==> config.mk <==
export PLATFORM = sky130hd
export DESIGN_NAME = distance_uart_framer
export DESIGN_NICKNAME = d
export VERILOG_FILES = /design/src/rtl/dist_uart_pkg.sv /design/src/rtl/uart_byte_serializer.sv /design/src/rtl/distance_uart_framer.sv
export SDC_FILE = /design/constraint.sdc
export NUM_CORES = 1
export LEC_CHECK = 0
export BUFFER_PORTS_ARGS = -buffer_cell sky130_fd_sc_hd__buf_2
export CAP_MARGIN = 20
export CORE_UTILIZATION = 50
export DETAILED_ROUTE_END_ITERATION = 16
export PLACE_DENSITY = 0.77
export SLEW_MARGIN = 20
export SYNTH_ARGS = -nofsm -noshare
export SYNTH_HDL_FRONTEND = slang
export SYNTH_HIERARCHICAL = 1
export SYNTH_SLANG_ARGS = --single-unit
==> constraint.sdc <==
create_clock -name clk -period 2.66 [get_ports clk]
set_input_delay 0.665 -clock clk [delete_from_list [all_inputs] [get_ports clk]]
set_output_delay 0.665 -clock clk [all_outputs]
set_load 0.005 [all_outputs]
==> src/rtl/dist_uart_pkg.sv <==
// Shared types, ASCII constants and helpers for the distance UART framer.
// Define DIST_FRAME_CHECKSUM_EN to append '*' plus a two-digit hex XOR checksum.
package dist_uart_pkg;

    typedef enum logic [2:0] {StIdle, StLoad, StSend, StWait, StGap} state_e;

    typedef struct packed {
        logic [3:0] hundreds;
        logic [3:0] tens;
        logic [3:0] units;
        logic       out_of_range;
    } snapshot_t;

    localparam logic [7:0] AsciiZero  = 8'h30;
    localparam logic [7:0] AsciiSpace = 8'h20;
    localparam logic [7:0] AsciiLowC  = 8'h63;
    localparam logic [7:0] AsciiLowM  = 8'h6D;
    localparam logic [7:0] AsciiCr    = 8'h0D;
    localparam logic [7:0] AsciiLf    = 8'h0A;
    localparam logic [7:0] AsciiDash  = 8'h2D;
    localparam logic [7:0] AsciiQmark = 8'h3F;
    localparam logic [7:0] AsciiStar  = 8'h2A;

`ifdef DIST_FRAME_CHECKSUM_EN
    localparam int unsigned FRAME_LEN = 11;
`else
    localparam int unsigned FRAME_LEN = 8;
`endif

    // 0x37 = 'A' - 10, giving uppercase hex letters.
    function automatic logic [7:0] hex_to_ascii(input logic [3:0] nib);
        return (nib <= 4'd9) ? (AsciiZero + {4'd0, nib}) : (8'h37 + {4'd0, nib});
    endfunction

    function automatic logic [7:0] digit_to_ascii(input logic [3:0] digit, input logic oor);
        if (oor) begin
            return AsciiDash;
        end
        return (digit <= 4'd9) ? (AsciiZero + {4'd0, digit}) : AsciiQmark;
    endfunction

endpackage

==> src/rtl/uart_byte_serializer.sv <==
// 8N1 byte serialiser with internal baud divider; done marks the last cycle of the stop bit.
module uart_byte_serializer #(
    parameter int unsigned BAUD_DIV = 625
) (
    input  logic       clk,
    input  logic       rst,
    input  logic       start,
    input  logic [7:0] data,
    output logic       tx,
    output logic       done,
    output logic       busy
);

    localparam int unsigned CntW = $clog2(BAUD_DIV);

    logic [CntW-1:0] cnt_q, cnt_d;
    logic [3:0]      bit_q, bit_d;
    logic [7:0]      shift_q, shift_d;
    logic            tx_q, tx_d;
    logic            busy_q, busy_d;
    logic            bit_end;

    assign bit_end = (cnt_q == CntW'(BAUD_DIV - 1));

    // bit_q: 0 = start, 1..8 = data LSB first, 9 = stop.
    always_comb begin
        cnt_d   = cnt_q;
        bit_d   = bit_q;
        shift_d = shift_q;
        tx_d    = tx_q;
        busy_d  = busy_q;
        done    = busy_q && bit_end && (bit_q == 4'd9);
        if (!busy_q) begin
            if (start) begin
                busy_d  = 1'b1;
                tx_d    = 1'b0;
                shift_d = data;
                bit_d   = 4'd0;
                cnt_d   = '0;
            end
        end else if (!bit_end) begin
            cnt_d = cnt_q + CntW'(1);
        end else begin
            cnt_d = '0;
            if (bit_q == 4'd9) begin
                busy_d = 1'b0;
                tx_d   = 1'b1;
            end else begin
                bit_d = bit_q + 4'd1;
                if (bit_q == 4'd8) begin
                    tx_d = 1'b1;
                end else begin
                    tx_d    = shift_q[0];
                    shift_d = shift_q >> 1;
                end
            end
        end
    end

    always_ff @(posedge clk or posedge rst) begin
        if (rst) begin
            cnt_q   <= '0;
            bit_q   <= 4'd0;
            shift_q <= 8'd0;
            tx_q    <= 1'b1;
            busy_q  <= 1'b0;
        end else begin
            cnt_q   <= cnt_d;
            bit_q   <= bit_d;
            shift_q <= shift_d;
            tx_q    <= tx_d;
            busy_q  <= busy_d;
        end
    end

    assign tx   = tx_q;
    assign busy = busy_q;

endmodule

==> src/rtl/distance_uart_framer.sv <==
// Formats BCD distance snapshots into "DDD cm\r\n" frames and sends them as 8N1 UART.
// Optional DIST_FRAME_CHECKSUM_EN adds "*HH" (XOR of bytes 0..5) before CR LF.
module distance_uart_framer
    import dist_uart_pkg::*;
#(
    parameter int unsigned BAUD_DIV   = 625,
    parameter logic [23:0] GAP_CYCLES = 24'd6000000
) (
    input  logic       clk,
    input  logic       rst,
    input  logic       digit_valid,
    input  logic [3:0] hundreds,
    input  logic [3:0] tens,
    input  logic [3:0] units,
    input  logic       out_of_range,
    output logic       tx,
    output logic       busy,
    output logic       frame_done,
    output logic       dropped
);

    localparam logic [3:0] LastIdx = 4'(FRAME_LEN - 1);

    state_e     state_q, state_d;
    snapshot_t  pend_q, pend_d;
    snapshot_t  frame_q, frame_d;
    logic       pend_full_q, pend_full_d;
    logic [3:0] idx_q, idx_d;
    logic [23:0] gap_q, gap_d;
    logic       frame_done_q, frame_done_d;
    logic       dropped_q, dropped_d;

    logic       ser_start, ser_done, ser_busy;
    logic [7:0] cur_byte;
    logic [7:0] d2, d1, d0;
    logic       gap_expire;

    assign d2 = digit_to_ascii(frame_q.hundreds, frame_q.out_of_range);
    assign d1 = digit_to_ascii(frame_q.tens, frame_q.out_of_range);
    assign d0 = digit_to_ascii(frame_q.units, frame_q.out_of_range);

`ifdef DIST_FRAME_CHECKSUM_EN
    logic [7:0] csum;
    assign csum = d2 ^ d1 ^ d0 ^ AsciiSpace ^ AsciiLowC ^ AsciiLowM;
`endif

    always_comb begin
        cur_byte = AsciiSpace;
        case (idx_q)
            4'd0:    cur_byte = d2;
            4'd1:    cur_byte = d1;
            4'd2:    cur_byte = d0;
            4'd3:    cur_byte = AsciiSpace;
            4'd4:    cur_byte = AsciiLowC;
            4'd5:    cur_byte = AsciiLowM;
`ifdef DIST_FRAME_CHECKSUM_EN
            4'd6:    cur_byte = AsciiStar;
            4'd7:    cur_byte = hex_to_ascii(csum[7:4]);
            4'd8:    cur_byte = hex_to_ascii(csum[3:0]);
            4'd9:    cur_byte = AsciiCr;
            4'd10:   cur_byte = AsciiLf;
`else
            4'd6:    cur_byte = AsciiCr;
            4'd7:    cur_byte = AsciiLf;
`endif
            default: cur_byte = AsciiSpace;
        endcase
    end

    // Widened compare so GAP_CYCLES = 0 exits after a single GAP cycle.
    assign gap_expire = ({1'b0, gap_q} + 25'd1) >= {1'b0, GAP_CYCLES};

    always_comb begin
        state_d      = state_q;
        pend_d       = pend_q;
        pend_full_d  = pend_full_q;
        frame_d      = frame_q;
        idx_d        = idx_q;
        gap_d        = gap_q;
        frame_done_d = 1'b0;
        dropped_d    = 1'b0;
        ser_start    = 1'b0;

        if (digit_valid) begin
            pend_d      = '{hundreds: hundreds, tens: tens, units: units,
                            out_of_range: out_of_range};
            pend_full_d = 1'b1;
            // A capture coinciding with LOAD refills the slot being emptied: nothing lost.
            dropped_d   = pend_full_q && (state_q != StLoad);
        end

        case (state_q)
            StIdle: begin
                if (pend_full_q) begin
                    state_d = StLoad;
                end
            end
            StLoad: begin
                frame_d = pend_q;
                if (!digit_valid) begin
                    pend_full_d = 1'b0;
                end
                idx_d   = 4'd0;
                state_d = StSend;
            end
            StSend: begin
                ser_start = !ser_busy;
                state_d   = StWait;
            end
            StWait: begin
                if (ser_done) begin
                    if (idx_q != LastIdx) begin
                        idx_d   = idx_q + 4'd1;
                        state_d = StSend;
                    end else begin
                        frame_done_d = 1'b1;
                        gap_d        = 24'd0;
                        state_d      = StGap;
                    end
                end
            end
            StGap: begin
                if (gap_expire) begin
                    gap_d   = 24'd0;
                    state_d = StIdle;
                end else begin
                    gap_d = gap_q + 24'd1;
                end
            end
            default: state_d = StIdle;
        endcase
    end

    always_ff @(posedge clk or posedge rst) begin
        if (rst) begin
            state_q      <= StIdle;
            pend_q       <= '0;
            pend_full_q  <= 1'b0;
            frame_q      <= '0;
            idx_q        <= 4'd0;
            gap_q        <= 24'd0;
            frame_done_q <= 1'b0;
            dropped_q    <= 1'b0;
        end else begin
            state_q      <= state_d;
            pend_q       <= pend_d;
            pend_full_q  <= pend_full_d;
            frame_q      <= frame_d;
            idx_q        <= idx_d;
            gap_q        <= gap_d;
            frame_done_q <= frame_done_d;
            dropped_q    <= dropped_d;
        end
    end

    uart_byte_serializer #(
        .BAUD_DIV(BAUD_DIV)
    ) u_ser (
        .clk  (clk),
        .rst  (rst),
        .start(ser_start),
        .data (cur_byte),
        .tx   (tx),
        .done (ser_done),
        .busy (ser_busy)
    );

    assign busy       = (state_q != StIdle);
    assign frame_done = frame_done_q;
    assign dropped    = dropped_q;

endmodule

# == Yosys cells after proc, flatten, opt, wreduce, memory -nomap -nowiden ==
# Index checks and enable logic that the tools add are counted.
# classes
addsub,8
magnitude_cmp,4
n_eq_ne,23
mux,50
n_reduce_logical,16
# ops
operator,count
$mux W24,3
$mux W8,9
$pmux W8 S7,1
$pmux W24 S2,1
$mux W10,3
$add A24 B1 Y25 const B,1
$ge A25 B23 Y1 const B,1
$add A24 B1 Y24 const B,1
$mux W4,6
$add A6 B4 Y7 const A,3
$mux W7,3
$mux W1,18
$eq A4 B3 Y1 const B,4
$ne A2 B2 Y1 const B,8
$pmux W3 S5,1
$le A4 B4 Y1 const B,3
$mux W3,4
$reduce_and A3 Y1,4
$add A10 B1 Y10 const B,1
$eq A10 B10 Y1 const B,1
$add A4 B1 Y4 const B,2
$eq A4 B4 Y1 const B,2
$pmux W4 S2,1
$eq A3 B2 Y1 const B,2
14 further kinds,18
# totals
register_bits,84
output_inout_bits,4

# == Depth between registers and ports, before layout ==
# depth
ltp_word,6
mapped_depth,12

# == Hierarchy ==
# The synthesis kept the hierarchy.
# modules_own_cells
mod,n_inst,cells_per_inst,area_each_um2
distance_uart_framer,1,356,3415.8
uart_byte_serializer,1,133,1332.5

# == Least setup slack after synthesis ==
# Ideal clock, no wire load.
# synth_timing
path_type,register -> register
start,reg gap_q[0]
end,reg gap_q[13]
arrival_ps,2434
required_ps,2534
slack_ps,100
stages_incl_launch_ff,12
path_cell_list,dfrtp_1 ha_1 and3_1 buf_4 nand4_4 nor3_1 o221ai_1 a211o_1 o221a_1 buf_6 and3_1 a221o_1
# synth_via
elab_chain_cells,4
elab_cells_between_ends,5
cone_classes,add/sub: 2; order compare: 1; mux: 2
# synth_rtl
element,line_no,rtl
start: declaration,distance_uart_framer.sv:29,"logic [23:0] gap_q, gap_d;"
start signal: assignment,distance_uart_framer.sv:150,gap_q <= gap_d;
$add A24 B1 Y25,distance_uart_framer.sv:71,"assign gap_expire = ({1'b0, gap_q} + 25'd1) >= {1'b0, GAP_CYCLES};"
$ge A25 B23 Y1,distance_uart_framer.sv:71,
$mux W24 *,distance_uart_framer.sv:123,if (gap_expire) begin
$pmux W24 S2 *,distance_uart_framer.sv:92,case (state_q)
# Every way passes the cells marked *; elsewhere a longest branch is shown, timed or not.
# A chain may end at the register's enable or synchronous reset.

# == Worst setup path after layout ==
# layout_timing
start,reg gap_q[1]
end,reg gap_q[13]
# The elaborated chain is that of the path after synthesis.

==> results.cfg <==
[global_route]
grt_pass1_wl_microns = 17400
grt_max_degree = 35
grt-ovfl-total = 0
antenna_found_initial = 0
first_global_vias = 3850
grtUsageTotal = 0.219

[finish]
areaGrowthSynthToFinish_pct = 14.9
layout-drive-gt1-share = 0.260
final_cell_mix = 81 x dfrtp_1, 45 x nand2_1, 41 x mux2_2
finalNonFillerCells = 664
final_common_cell = dfrtp_1
final_net_count = 556
n_fill_cell = 753
antenna_cells_inserted = 0

[timing]
tightestPinTransition_ns = 0.905
drv_slew = 0
worst_slack_ns = 0.0992
fin_crit_sh = 0.963
finalSetupViolations = 0
whs_ns = 0.386
finalCriticalPeriod_ns = 2.56
skew_ns = 0.0167
final-hold-violation-count = 0
fmax_ghz = 0.391
relSlewSlack = 0.396

[route]
remaining_drc_errors = 0
wl_per_cell_microns = 15.2
drt_iter0_markers = 284
vias = 3843
wl_microns = 10100
final_antenna_net_count = 0
avgViaCountPerCell = 5.79
dr.pass1.iters = 5

[synthesis]
synth_compound_area_frac = 0.160
synth_top_family_by_area = simple AND/OR/NAND/NOR gates
synth_area_sq_um = 4750
synth_edf_count = 0
async_flop_share = 1.00
yosys.area.top_type = dfrtp_1
ys.warnings.count = 6
synth_xor_area_frac = 0.00922
synth_simple_gate_area_share = 0.213
muxShareOfSynthArea = 0.102
synth-seq-cells = 84
synthAdderAreaFrac = 0.0264
synthTopCellsByArea = dfrtp_1 44%, mux2_2 9.7%, nand2_1 3.6%
yosys.area.top_type_share = 0.437
synth_cells = 489
ys_seq_area_frac = 0.443
ys_types = 67
ys.flop_type = dfrtp_1
syn_nets = 515
syn_avg_cell_area_sq_um = 9.71

[setup_path]
crit_slowest_cell = nor4_2
worst_path_largest_cell_delay_ns = 0.37
cp_common_cell = buf_4
worst_setup_path_end_kind = register
worstPathArrival_ns = 2.80
crit_path_start_kind = register
crit_path_cell_trace = buf_4 > nand4_4 > buf_4 > nor4_2 > o221ai_2 > a211o_1 > o221a_4 > buf_12 > and3_1 > a221o_1
worstPathMaxFanout = 19
path_class = reg2reg
worst_ep_required_time_ns = 2.90

[placement]
port_buffers = 19
dp_slack_ns = 0.0282
place_inst = 645
finalWeightedCongestion = 0.894
place_hpwl_microns = 7000

[power]
p_leak_uw = 0.00240
p_per_area_nw_per_um2 = 507
p_total_uw = 2770
max-vdd-ir-drop_uv = 275

[cts]
clockBufferDepth = 2
path_clk_slew_ns = 0.10
clock-root-buffer = clkbuf_8
htree_num_levels = 3
cts_tree = done
clkLatencyLatePin_ns = 0.36
cts_made_buffers = 9
clock_sinks = 84

[die]
rows = 35
core_area_sq_um = 9240
die_width_microns = 99.5
start_util = 0.514
die_area_sq_um = 9890
die_y_microns = 99.5
ios = 20

[worst_hold_path]
holdCritPathClass = in2async

[outcome]
status = finished clean

[run]
drv_cap = 0
==> cells in the mapped netlist, types with 6 or more instances <==
cell type	instances
o21ai_0	32
nor2_1	26
mux2_2	41
a21oi_1	28
and4_1	7
nand4_1	6
nor4_1	8
nor3_1	13
and3_1	8
ha_1	10
dfrtp_1	83
clkbuf_1	14
inv_1	21
or3_1	9
nand2b_1	6
nand3_1	25
a21o_1	7
nand2_1	45
a31oi_1	10
==> worst paths after layout <==
kind / slack (ns) / cells after the start / startpoint / to
min reg2reg: 0.49 / 1 / u_ser/shift_q[1] / u_ser/shift_q[1]
min: 0.39 / 2 / rst / pend_q[5]
max in group asynchronous: 1.58 / 2 / rst / u_ser/cnt_q[1]
max: 0.1 / 10 / gap_q[1] / gap_q[13]
min in group clk: 0.49 / 1 / u_ser/shift_q[1] / u_ser/shift_q[1]
max reg2reg: 0.1 / 10 / gap_q[1] / gap_q[13]
==> routing by layer <==
metal  global-route usage  share of wire
met1                0.302           0.47
met2                0.346           0.47
met3               0.0415          0.044
met4               0.0758          0.010
met5                    0              0
==> cells by family after synthesis <==
family,count (synthesis)
AND/OR/NAND/NOR,183
AO/OA/AOI/OAI,116
XOR/XNOR,5
flip-flops,84
multiplexers,43
other,1
adder cells (fa/ha/maj),10
buffers and inverters,47
==> final cells by class <==
type / count / area (sq um) / area share
Sequential cell: 84 / 2110 / 0.386
Multi-Input combinational cell: 358 / 2510 / 0.460
Clock inverter: 6 / 70.1 / 0.0128
Timing Repair Buffer: 56 / 403 / 0.0738
Clock buffer: 10 / 128 / 0.0234
Inverter: 21 / 78.8 / 0.0144
Tap cell: 129 / 161 / 0.0296
==> critical path: cells and delay by family (launching register included) <==
kind,cells,cell delay (ns)
simple gates,3,0.64
flops,1,0.36
buf+inv,3,0.49
compound gates,4,0.95
==> sequential cells by signal (all words and copies together) (netlist names), 3 cells and up <==
name,flops
u_ser/cnt_q,10
u_ser/shift_q,8
frame_q,13
gap_q,24
state_q,3
idx_q,4
pend_q,13
u_ser/bit_q,4
==> per-stage QoR <==
step / util / instance area (sq um) / TNS, ns
5_1_grt: 0.591 / 5460 / -0.0264
3_3_place_gp: 0.557 / 5150 / 0
4_1_cts: 0.579 / 5350 / 0
3_5_place_dp: 0.557 / 5150 / 0
2_1_floorplan: - / 4750 / 0
6_report: 0.591 / 5460 / 0
==> repair_timing <==
item | CTS | global route
gates resized for setup | 1 | 21
gates cloned | 0 | 1
hold endpoints to repair | 0 | 0
pin swaps | 0 | 1
buffers inserted | 0 | 2
setup endpoints to repair | 1 | 23
hold buffers | 0 | 0
==> where the power goes <==
| group | switching, uW | leakage, uW | internal [uW] |
|---|---|---|---|
| logic | 188 | 0.00123 | 186 |
| registers | 93.8 | 0.00108 | 1380 |
| clock network | 484 | 0.0000895 | 441 |
Note: power is estimated with default switching activity, not from simulation.
